===== src/rtl/vga_pkg.sv =====
// Shared types for the VGA timing sink.
//   state_e    : sequencer states (load mode / run frame / illegal mode)
//   mode_t     : one axis' timing mode, zero-extended to MODE_W bits
//   mode_legal : true when an axis mode can be scanned out
package vga_pkg;

    // Wide enough for any supported HW/VW; axis values are zero-extended.
    localparam int MODE_W = 16;

    typedef enum logic [1:0] {
        S_LOAD = 2'd0,
        S_RUN  = 2'd1,
        S_BAD  = 2'd2
    } state_e;

    typedef struct packed {
        logic [MODE_W-1:0] width;  // active positions
        logic [MODE_W-1:0] porch;  // first sync position
        logic [MODE_W-1:0] synch;  // first position after sync
        logic [MODE_W-1:0] raw;    // total positions
    } mode_t;

    // Active region must be non-empty and end before the sync pulse, the
    // sync pulse may be empty (porch == synch) but must fit inside raw.
    function automatic logic mode_legal(input mode_t m);
        return (m.width != '0) &&
               (m.width < m.porch) &&
               (m.porch <= m.synch) &&
               (m.synch <= m.raw) &&
               (m.raw >= MODE_W'(2));
    endfunction

endpackage


===== src/rtl/vga_timing_sink_if.sv =====
// Pixel request/return channel between the timing sink and a pixel source.
//   o_rd       : sink -> source, request one pixel this clock
//   o_newline  : sink -> source, one-clock pulse on the last column of a line
//   o_newframe : sink -> source, one-clock pulse on the last column of a frame
//   i_pixel    : source -> sink, {R,G,B} word
//
// Handshake: there is no ready/back-pressure. The sink owns the pace; every
// clock on which o_rd is high the source must present the requested pixel on
// i_pixel during the following clock (it registers its read data), and the
// sink samples it at the end of that clock. i_pixel is don't-care otherwise.
interface vga_timing_sink_if #(
    parameter int BPC = 4
) ();
    logic             o_rd;
    logic             o_newline;
    logic             o_newframe;
    logic [3*BPC-1:0] i_pixel;

    modport master (output o_rd, output o_newline, output o_newframe, input i_pixel);
    modport slave  (input o_rd, input o_newline, input o_newframe, output i_pixel);
endinterface


===== src/rtl/vga_axis_counter.sv =====
// One display axis: position counter, shadow copy of the axis mode, and the
// active/sync/last decode of the current position.
//   clk_i, rst_ni : clock, async active-low reset
//   load_i        : capture width/porch/synch/raw into the shadow registers
//   run_i         : counter runs; when low the position is held at zero
//   en_i          : advance the position this clock (wraps at raw-1)
//   width_i..raw_i: live mode inputs, only looked at while load_i is high
//   active_o      : position < width
//   sync_o        : porch <= position < synch
//   last_o        : position == raw-1
module vga_axis_counter #(
    parameter int W = 12
) (
    input  logic         clk_i,
    input  logic         rst_ni,
    input  logic         load_i,
    input  logic         run_i,
    input  logic         en_i,
    input  logic [W-1:0] width_i,
    input  logic [W-1:0] porch_i,
    input  logic [W-1:0] synch_i,
    input  logic [W-1:0] raw_i,
    output logic         active_o,
    output logic         sync_o,
    output logic         last_o
);

    localparam logic [W-1:0] ONE = W'(1);

    logic [W-1:0] width_q, porch_q, synch_q, raw_q;
    logic [W-1:0] pos_q, pos_d;

    always_ff @(posedge clk_i or negedge rst_ni) begin
        if (!rst_ni) begin
            width_q <= '0;
            porch_q <= '0;
            synch_q <= '0;
            raw_q   <= '0;
            pos_q   <= '0;
        end else begin
            if (load_i) begin
                width_q <= width_i;
                porch_q <= porch_i;
                synch_q <= synch_i;
                raw_q   <= raw_i;
            end
            pos_q <= pos_d;
        end
    end

    always_comb begin
        pos_d = pos_q;
        if (!run_i) begin
            pos_d = '0;
        end else if (en_i) begin
            pos_d = last_o ? '0 : pos_q + ONE;
        end
    end

    assign last_o   = (pos_q == raw_q - ONE);
    assign active_o = (pos_q < width_q);
    assign sync_o   = (pos_q >= porch_q) && (pos_q < synch_q);

endmodule


===== src/rtl/vga_timing_sink.sv =====
// Display-side VGA timing engine. Scans a runtime-programmable mode, issues
// pixel requests and line/frame pulses to a pixel source, and drives VGA
// sync and colour outputs aligned with the returned pixel data.
//   i_pixclk, i_reset_n   : pixel clock, async active-low reset
//   i_hm_* / i_vm_*       : horizontal / vertical mode, latched once per frame
//   pix_if (master)       : o_rd / o_newline / o_newframe out, i_pixel in
//   o_vga_hsync/vsync     : sync outputs, active level HSYNC_POL / VSYNC_POL
//   o_vga_red/green/blue  : colour, zero outside the active area
//   o_mode_err            : latched mode is illegal
//   o_dbg_state           : current sequencer state
//
// Pipeline: counters -> stage 1 (strobes, raw syncs) -> stage 2 (delay while
// the source fetches) -> stage 3 (RGB + syncs). RGB lands 2 clocks after o_rd.
module vga_timing_sink
    import vga_pkg::*;
#(
    parameter int BITS_PER_COLOR = 4,
    parameter int HW             = 12,
    parameter int VW             = 12,
    parameter bit HSYNC_POL      = 1'b0,
    parameter bit VSYNC_POL      = 1'b0
) (
    input  logic                      i_pixclk,
    input  logic                      i_reset_n,
    input  logic [HW-1:0]             i_hm_width,
    input  logic [HW-1:0]             i_hm_porch,
    input  logic [HW-1:0]             i_hm_synch,
    input  logic [HW-1:0]             i_hm_raw,
    input  logic [VW-1:0]             i_vm_height,
    input  logic [VW-1:0]             i_vm_porch,
    input  logic [VW-1:0]             i_vm_synch,
    input  logic [VW-1:0]             i_vm_raw,
    vga_timing_sink_if.master         pix_if,
    output logic                      o_vga_hsync,
    output logic                      o_vga_vsync,
    output logic [BITS_PER_COLOR-1:0] o_vga_red,
    output logic [BITS_PER_COLOR-1:0] o_vga_green,
    output logic [BITS_PER_COLOR-1:0] o_vga_blue,
    output logic                      o_mode_err,
    output state_e                    o_dbg_state
);

    localparam int BPC = BITS_PER_COLOR;
    localparam int PW  = 3 * BPC;

    state_e state_q, state_d;
    logic   load, run;
    logic   mode_err_q, mode_err_d;
    logic   live_legal;
    mode_t  h_live, v_live;

    logic h_active, h_sync, h_last;
    logic v_active, v_sync, v_last;

    // stage 1 / 2 / 3 registers
    logic          rd1_q, newline_q, newframe_q, hs1_q, vs1_q;
    logic          rd2_q, hs2_q, vs2_q;
    logic [PW-1:0] rgb_q, rgb_d;
    logic          hsync_q, vsync_q;

    assign h_live = '{width: MODE_W'(i_hm_width), porch: MODE_W'(i_hm_porch),
                      synch: MODE_W'(i_hm_synch), raw:   MODE_W'(i_hm_raw)};
    assign v_live = '{width: MODE_W'(i_vm_height), porch: MODE_W'(i_vm_porch),
                      synch: MODE_W'(i_vm_synch),  raw:   MODE_W'(i_vm_raw)};

    // Judged on the live inputs in the same clock they are latched, so the
    // shadow registers and the legality verdict always describe one mode.
    assign live_legal = mode_legal(h_live) && mode_legal(v_live);

    vga_axis_counter #(.W(HW)) u_h (
        .clk_i    (i_pixclk),
        .rst_ni   (i_reset_n),
        .load_i   (load),
        .run_i    (run),
        .en_i     (run),
        .width_i  (i_hm_width),
        .porch_i  (i_hm_porch),
        .synch_i  (i_hm_synch),
        .raw_i    (i_hm_raw),
        .active_o (h_active),
        .sync_o   (h_sync),
        .last_o   (h_last)
    );

    // The vertical axis steps only on the horizontal wrap.
    vga_axis_counter #(.W(VW)) u_v (
        .clk_i    (i_pixclk),
        .rst_ni   (i_reset_n),
        .load_i   (load),
        .run_i    (run),
        .en_i     (run && h_last),
        .width_i  (i_vm_height),
        .porch_i  (i_vm_porch),
        .synch_i  (i_vm_synch),
        .raw_i    (i_vm_raw),
        .active_o (v_active),
        .sync_o   (v_sync),
        .last_o   (v_last)
    );

    always_ff @(posedge i_pixclk or negedge i_reset_n) begin
        if (!i_reset_n) begin
            state_q    <= S_LOAD;
            mode_err_q <= 1'b0;
        end else begin
            state_q    <= state_d;
            mode_err_q <= mode_err_d;
        end
    end

    always_comb begin
        state_d    = state_q;
        mode_err_d = mode_err_q;
        load       = 1'b0;
        run        = 1'b0;
        case (state_q)
            S_LOAD: begin
                load       = 1'b1;
                mode_err_d = !live_legal;
                state_d    = live_legal ? S_RUN : S_BAD;
            end
            S_RUN: begin
                run = 1'b1;
                // Both axes wrapping together is the end of the frame.
                if (h_last && v_last) begin
                    state_d = S_LOAD;
                end
            end
            S_BAD: begin
                state_d = S_LOAD;
            end
            default: begin
                state_d = S_LOAD;
            end
        endcase
    end

    assign rgb_d = rd2_q ? pix_if.i_pixel : '0;

    always_ff @(posedge i_pixclk or negedge i_reset_n) begin
        if (!i_reset_n) begin
            rd1_q      <= 1'b0;
            newline_q  <= 1'b0;
            newframe_q <= 1'b0;
            hs1_q      <= 1'b0;
            vs1_q      <= 1'b0;
            rd2_q      <= 1'b0;
            hs2_q      <= 1'b0;
            vs2_q      <= 1'b0;
            rgb_q      <= '0;
            hsync_q    <= ~HSYNC_POL;
            vsync_q    <= ~VSYNC_POL;
        end else begin
            // Outside S_RUN every stage-1 term is forced low, which blanks
            // the load clock and the whole illegal-mode period.
            rd1_q      <= run && h_active && v_active;
            newline_q  <= run && h_last;
            newframe_q <= run && h_last && v_last;
            hs1_q      <= run && h_sync;
            vs1_q      <= run && v_sync;
            rd2_q      <= rd1_q;
            hs2_q      <= hs1_q;
            vs2_q      <= vs1_q;
            rgb_q      <= rgb_d;
            hsync_q    <= hs2_q ? HSYNC_POL : ~HSYNC_POL;
            vsync_q    <= vs2_q ? VSYNC_POL : ~VSYNC_POL;
        end
    end

    assign pix_if.o_rd       = rd1_q;
    assign pix_if.o_newline  = newline_q;
    assign pix_if.o_newframe = newframe_q;
    assign o_vga_red         = rgb_q[PW-1 -: BPC];
    assign o_vga_green       = rgb_q[2*BPC-1 -: BPC];
    assign o_vga_blue        = rgb_q[BPC-1:0];
    assign o_vga_hsync       = hsync_q;
    assign o_vga_vsync       = vsync_q;
    assign o_mode_err        = mode_err_q;
    assign o_dbg_state       = state_q;

endmodule


===== src/flat_wrapper.sv =====
// flat-port wrapper written by rule: the top's interface ports become plain ports
module vga_timing_sink_flat import vga_pkg::*;
#(
    parameter int BITS_PER_COLOR = 4,
    parameter int HW             = 12,
    parameter int VW             = 12,
    parameter bit HSYNC_POL      = 1'b0,
    parameter bit VSYNC_POL      = 1'b0
)
  (i_pixclk, i_reset_n, i_hm_width, i_hm_porch, i_hm_synch, i_hm_raw, i_vm_height, i_vm_porch, i_vm_synch, i_vm_raw, o_vga_hsync, o_vga_vsync, o_vga_red, o_vga_green, o_vga_blue, o_mode_err, o_dbg_state, pix_if_o_rd, pix_if_o_newline, pix_if_o_newframe, pix_if_i_pixel);
  vga_timing_sink_if #(.BPC((4))) pix_if_i ();
  input  logic i_pixclk;
  input  logic i_reset_n;
  input  logic [HW-1:0] i_hm_width;
  input  logic [HW-1:0] i_hm_porch;
  input  logic [HW-1:0] i_hm_synch;
  input  logic [HW-1:0] i_hm_raw;
  input  logic [VW-1:0] i_vm_height;
  input  logic [VW-1:0] i_vm_porch;
  input  logic [VW-1:0] i_vm_synch;
  input  logic [VW-1:0] i_vm_raw;
  output logic o_vga_hsync;
  output logic o_vga_vsync;
  output logic [BITS_PER_COLOR-1:0] o_vga_red;
  output logic [BITS_PER_COLOR-1:0] o_vga_green;
  output logic [BITS_PER_COLOR-1:0] o_vga_blue;
  output logic o_mode_err;
  output state_e o_dbg_state;
  output wire logic [$bits(pix_if_i.o_rd)-1:0] pix_if_o_rd;
  output wire logic [$bits(pix_if_i.o_newline)-1:0] pix_if_o_newline;
  output wire logic [$bits(pix_if_i.o_newframe)-1:0] pix_if_o_newframe;
  input wire logic [$bits(pix_if_i.i_pixel)-1:0] pix_if_i_pixel;
  assign pix_if_o_rd = pix_if_i.o_rd;
  assign pix_if_o_newline = pix_if_i.o_newline;
  assign pix_if_o_newframe = pix_if_i.o_newframe;
  assign pix_if_i.i_pixel = pix_if_i_pixel;
  vga_timing_sink #(.BITS_PER_COLOR(BITS_PER_COLOR), .HW(HW), .VW(VW), .HSYNC_POL(HSYNC_POL), .VSYNC_POL(VSYNC_POL)) u_core (.i_pixclk(i_pixclk), .i_reset_n(i_reset_n), .i_hm_width(i_hm_width), .i_hm_porch(i_hm_porch), .i_hm_synch(i_hm_synch), .i_hm_raw(i_hm_raw), .i_vm_height(i_vm_height), .i_vm_porch(i_vm_porch), .i_vm_synch(i_vm_synch), .i_vm_raw(i_vm_raw), .pix_if(pix_if_i), .o_vga_hsync(o_vga_hsync), .o_vga_vsync(o_vga_vsync), .o_vga_red(o_vga_red), .o_vga_green(o_vga_green), .o_vga_blue(o_vga_blue), .o_mode_err(o_mode_err), .o_dbg_state(o_dbg_state));
endmodule

===== config.mk =====
export PLATFORM = sky130hd
export DESIGN_NAME = vga_timing_sink_flat
export DESIGN_NICKNAME = d
export VERILOG_FILES = /design/src/rtl/vga_pkg.sv /design/src/rtl/vga_timing_sink_if.sv /design/src/rtl/vga_axis_counter.sv /design/src/rtl/vga_timing_sink.sv /design/src/flat_wrapper.sv
export SDC_FILE = /design/constraint.sdc
export NUM_CORES = 1
export LEC_CHECK = 0
export BUFFER_PORTS_ARGS = -buffer_cell sky130_fd_sc_hd__buf_2
export CORE_AREA = 2 2 188 190
export DETAILED_ROUTE_END_ITERATION = 8
export DIE_AREA = 0 0 190 192
export GPL_ROUTABILITY_DRIVEN = 0
export SYNTH_ARGS = -nofsm -noshare
export SYNTH_HDL_FRONTEND = slang
export SYNTH_SLANG_ARGS = --single-unit

===== constraint.sdc =====
create_clock -name i_pixclk -period 3.7 [get_ports i_pixclk]
set_input_delay 0.74 -clock i_pixclk [delete_from_list [all_inputs] [get_ports i_pixclk]]
set_output_delay 0.74 -clock i_pixclk [all_outputs]
set_load 0.02 [all_outputs]

==> results.yml <==
placed_design:
  port_buffers: 129
  dp_hpwl_um: 20900
timing:
  drv_slew: 0
  skew_ns: 0.0147
  fin_hold_ws_ns: 0.350
  finalCritPeriodShare: 0.856
  period_minus_slack_ns: 3.17
  rsz0062_at_grt: "no"
  relSlewSlack: 0.395
  tns_ns: 0
  worstMarginPinSlew_ns: 0.907
  fmax_ghz: 0.316
  finalSetupViolCount: 0
  final-hold-violation-count: 0
cells_and_area:
  layout_common_cells: "inv_1 (146), dfrtp_1 (143), ha_1 (142)"
  diodes: 0
  area_growth_pct: 19.2
  layout-drive-gt1-share: 0.152
  final_common_cell: "inv_1"
  nNetsFinal: 1456
clock_network:
  cts_root_buffer: "clkbuf_16"
  clkLatencyLatePin_ns: 0.43
  clock_path_buffers: 2
  cts-resized-gates: 0
  post_cts_buffers: 0
  hold_buffers: 0
  cts_tree: "done"
  path_clk_slew_ns: 0.06
  cts_made_buffers: 17
  cts.sinks: 145
  htreeDepth: 4
die:
  start_util: 0.278
  chipWidth_um: 190
  num_io_pins: 130
  rows: 68
  die_h_um: 192
  core_mm2: 0.0343
  die-area_mm2: 0.0365
critical_path:
  critPathMaxFanout: 12
  worstPathRequired_ns: 3.99
  critPathKind: "flop to flop"
  cp-end-kind: "flop"
  setup.worst_path.start_class: "flop"
  cp.arrival_ns: 3.46
grt:
  antenna_found_initial: 1
  grt-ovfl-total: 0
  grt_pass1_wl_um: 42800
  gr-usage-all-layers: 0.152
  grt_pass1_vias: 7819
  grt_max_degree: 84
synth:
  synth-seq-cells: 145
  synth_cells: 1077
  synthArstFlopShare: 1.00
  synth-edff-count: 0
  syn_avg_cell_area_um2: 8.86
  syn_area_mm2: 0.00955
  ys.flop_type: "dfrtp_1"
  synth.distinct_cells: 54
  seq_area_frac_synth: 0.380
  synth_warnings: 0
  synth.net_count: 1329
drt:
  wirelength_um: 27200
  ant_nets: 0
  vias: 8021
  drc: 0
  wire_per_inst_um: 16.3
  dr.first_iter.drc_count: 468
  first_pass_iters: 7
  avgViaCountPerCell: 4.80
flow_run:
  cap_violations: 0
worst_hold_path:
  hold_path_class: "primary input to async pin"
power_and_ir_drop:
  peakVddDrop_v: 0.000376
  power_leakage_nw: 5.88
  power.density_mw_per_mm2: 585
status:
  status: "completed"
[area by class of cell]
type	count	area (um^2)
Clock buffer	21	470
Clock inverter	11	176
Fill cell	3570	22900
Inverter	146	548
Multi-Input combinational cell	755	5250
Sequential cell	145	3630
Tap cell	455	569
Timing Repair Buffer	139	739
[synth_stat cells, types with 2 or more instances]
master	n	area, um^2
buf_2	3	15.0
o21ai_0	117	586
o31ai_2	2	25.0
or3_1	6	37.5
a2111oi_0	5	43.8
a21oi_1	47	235
inv_1	146	548
nor4_1	13	81.3
dfrtp_1	143	3580
nand4_1	22	138
a211oi_1	10	75.1
nand3_1	31	155
ha_1	142	1780
o211ai_1	15	113
clkbuf_1	27	101
and2_1	12	75.1
dfstp_2	2	52.6
xor2_1	20	175
and4_1	3	26.3
a21boi_0	2	15.0
a21o_1	32	240
o2111ai_1	5	43.8
mux2_2	3	33.8
nand3b_1	3	22.5
xnor2_1	18	158
nand2b_1	14	87.6
and3_1	12	75.1
nor2b_1	10	62.6
a31oi_1	4	25.0
nor3_1	14	70.1
nand2_1	122	458
nor2_1	49	184
o21a_1	2	15.0
[power breakdown]
group          total (mW)  internal, mW  switching (mW)
clock                1.90          1.19           0.715
combinational        2.33         0.886            1.44
sequential           2.43          2.13           0.306
total                6.66          4.20            2.46
[worst max-delay path, stage by stage, from the launching register on]
cell      delay, ns
dfrtp_1        0.42
nor4_1         0.56
nand3_1        0.25
or3b_2         0.52
a31oi_1        0.22
o2111a_1       0.48
or2_1          0.41
o21ai_0        0.17
[logic make-up after synthesis]
group	Yosys count	share of synthesized area
and+or+nand+nor	319	0.164
AOI/OAI and AO/OA	251	0.158
buffers and inverters	177	0.0708
DFF	145	0.380
adders and majority gates	142	0.186
xor gates and xnor gates	38	0.0349
muxes	5	0.00577
[metal layers]
layer	global-route usage	vias up	routed length [um]
li1	-	3970	-
met1	0.214	3848	13300
met2	0.244	181	12400
met3	0.0230	22	1300
met4	0.0408	0	306
met5	0	-	0
[through the flow]
stage	util	total power, mW	cell area, um^2	setup slack (ns)	instances
after floorplan	-	4.13	9550	1.08	1077
after global placement	0.313	4.69	10700	0.630	1640
after detailed placement	0.313	4.78	10700	0.574	1640
after CTS	0.332	6.72	11400	0.565	1672
after global routing	0.332	7.21	11400	0.262	1672
final	0.332	6.66	11400	0.533	1672
[flip-flops by register name, summed over array words and instances (netlist names), 2 cells and up]
name,cells
u_core.u_h.pos_q,12
u_core.o_dbg_state,2
u_core.u_v.width_q,12
u_core.u_h.porch_q,12
u_core.u_h.width_q,12
u_core.u_h.raw_q,12
u_core.u_v.porch_q,12
u_core.u_v.raw_q,12
u_core.u_v.synch_q,12
u_core.u_v.pos_q,12
u_core.rgb_q,12
u_core.u_h.synch_q,12
[final timing paths]
check / slack, ns / from / end / cells after the start
min reg2reg: 0.36 / u_core.vs2_q / u_core.o_vga_vsync / 1
min in group i_pixclk: 0.36 / u_core.vs2_q / u_core.o_vga_vsync / 1
max reg2reg: 0.53 / u_core.u_v.raw_q[2] / u_core.u_v.pos_q[9] / 7
max in group asynchronous: 2.41 / i_reset_n / u_core.o_vga_hsync / 2
max: 0.53 / u_core.u_v.raw_q[2] / u_core.u_v.pos_q[9] / 7
min: 0.35 / i_reset_n / u_core.u_h.synch_q[1] / 1
Note: power is estimated with default switching activity, not from simulation.
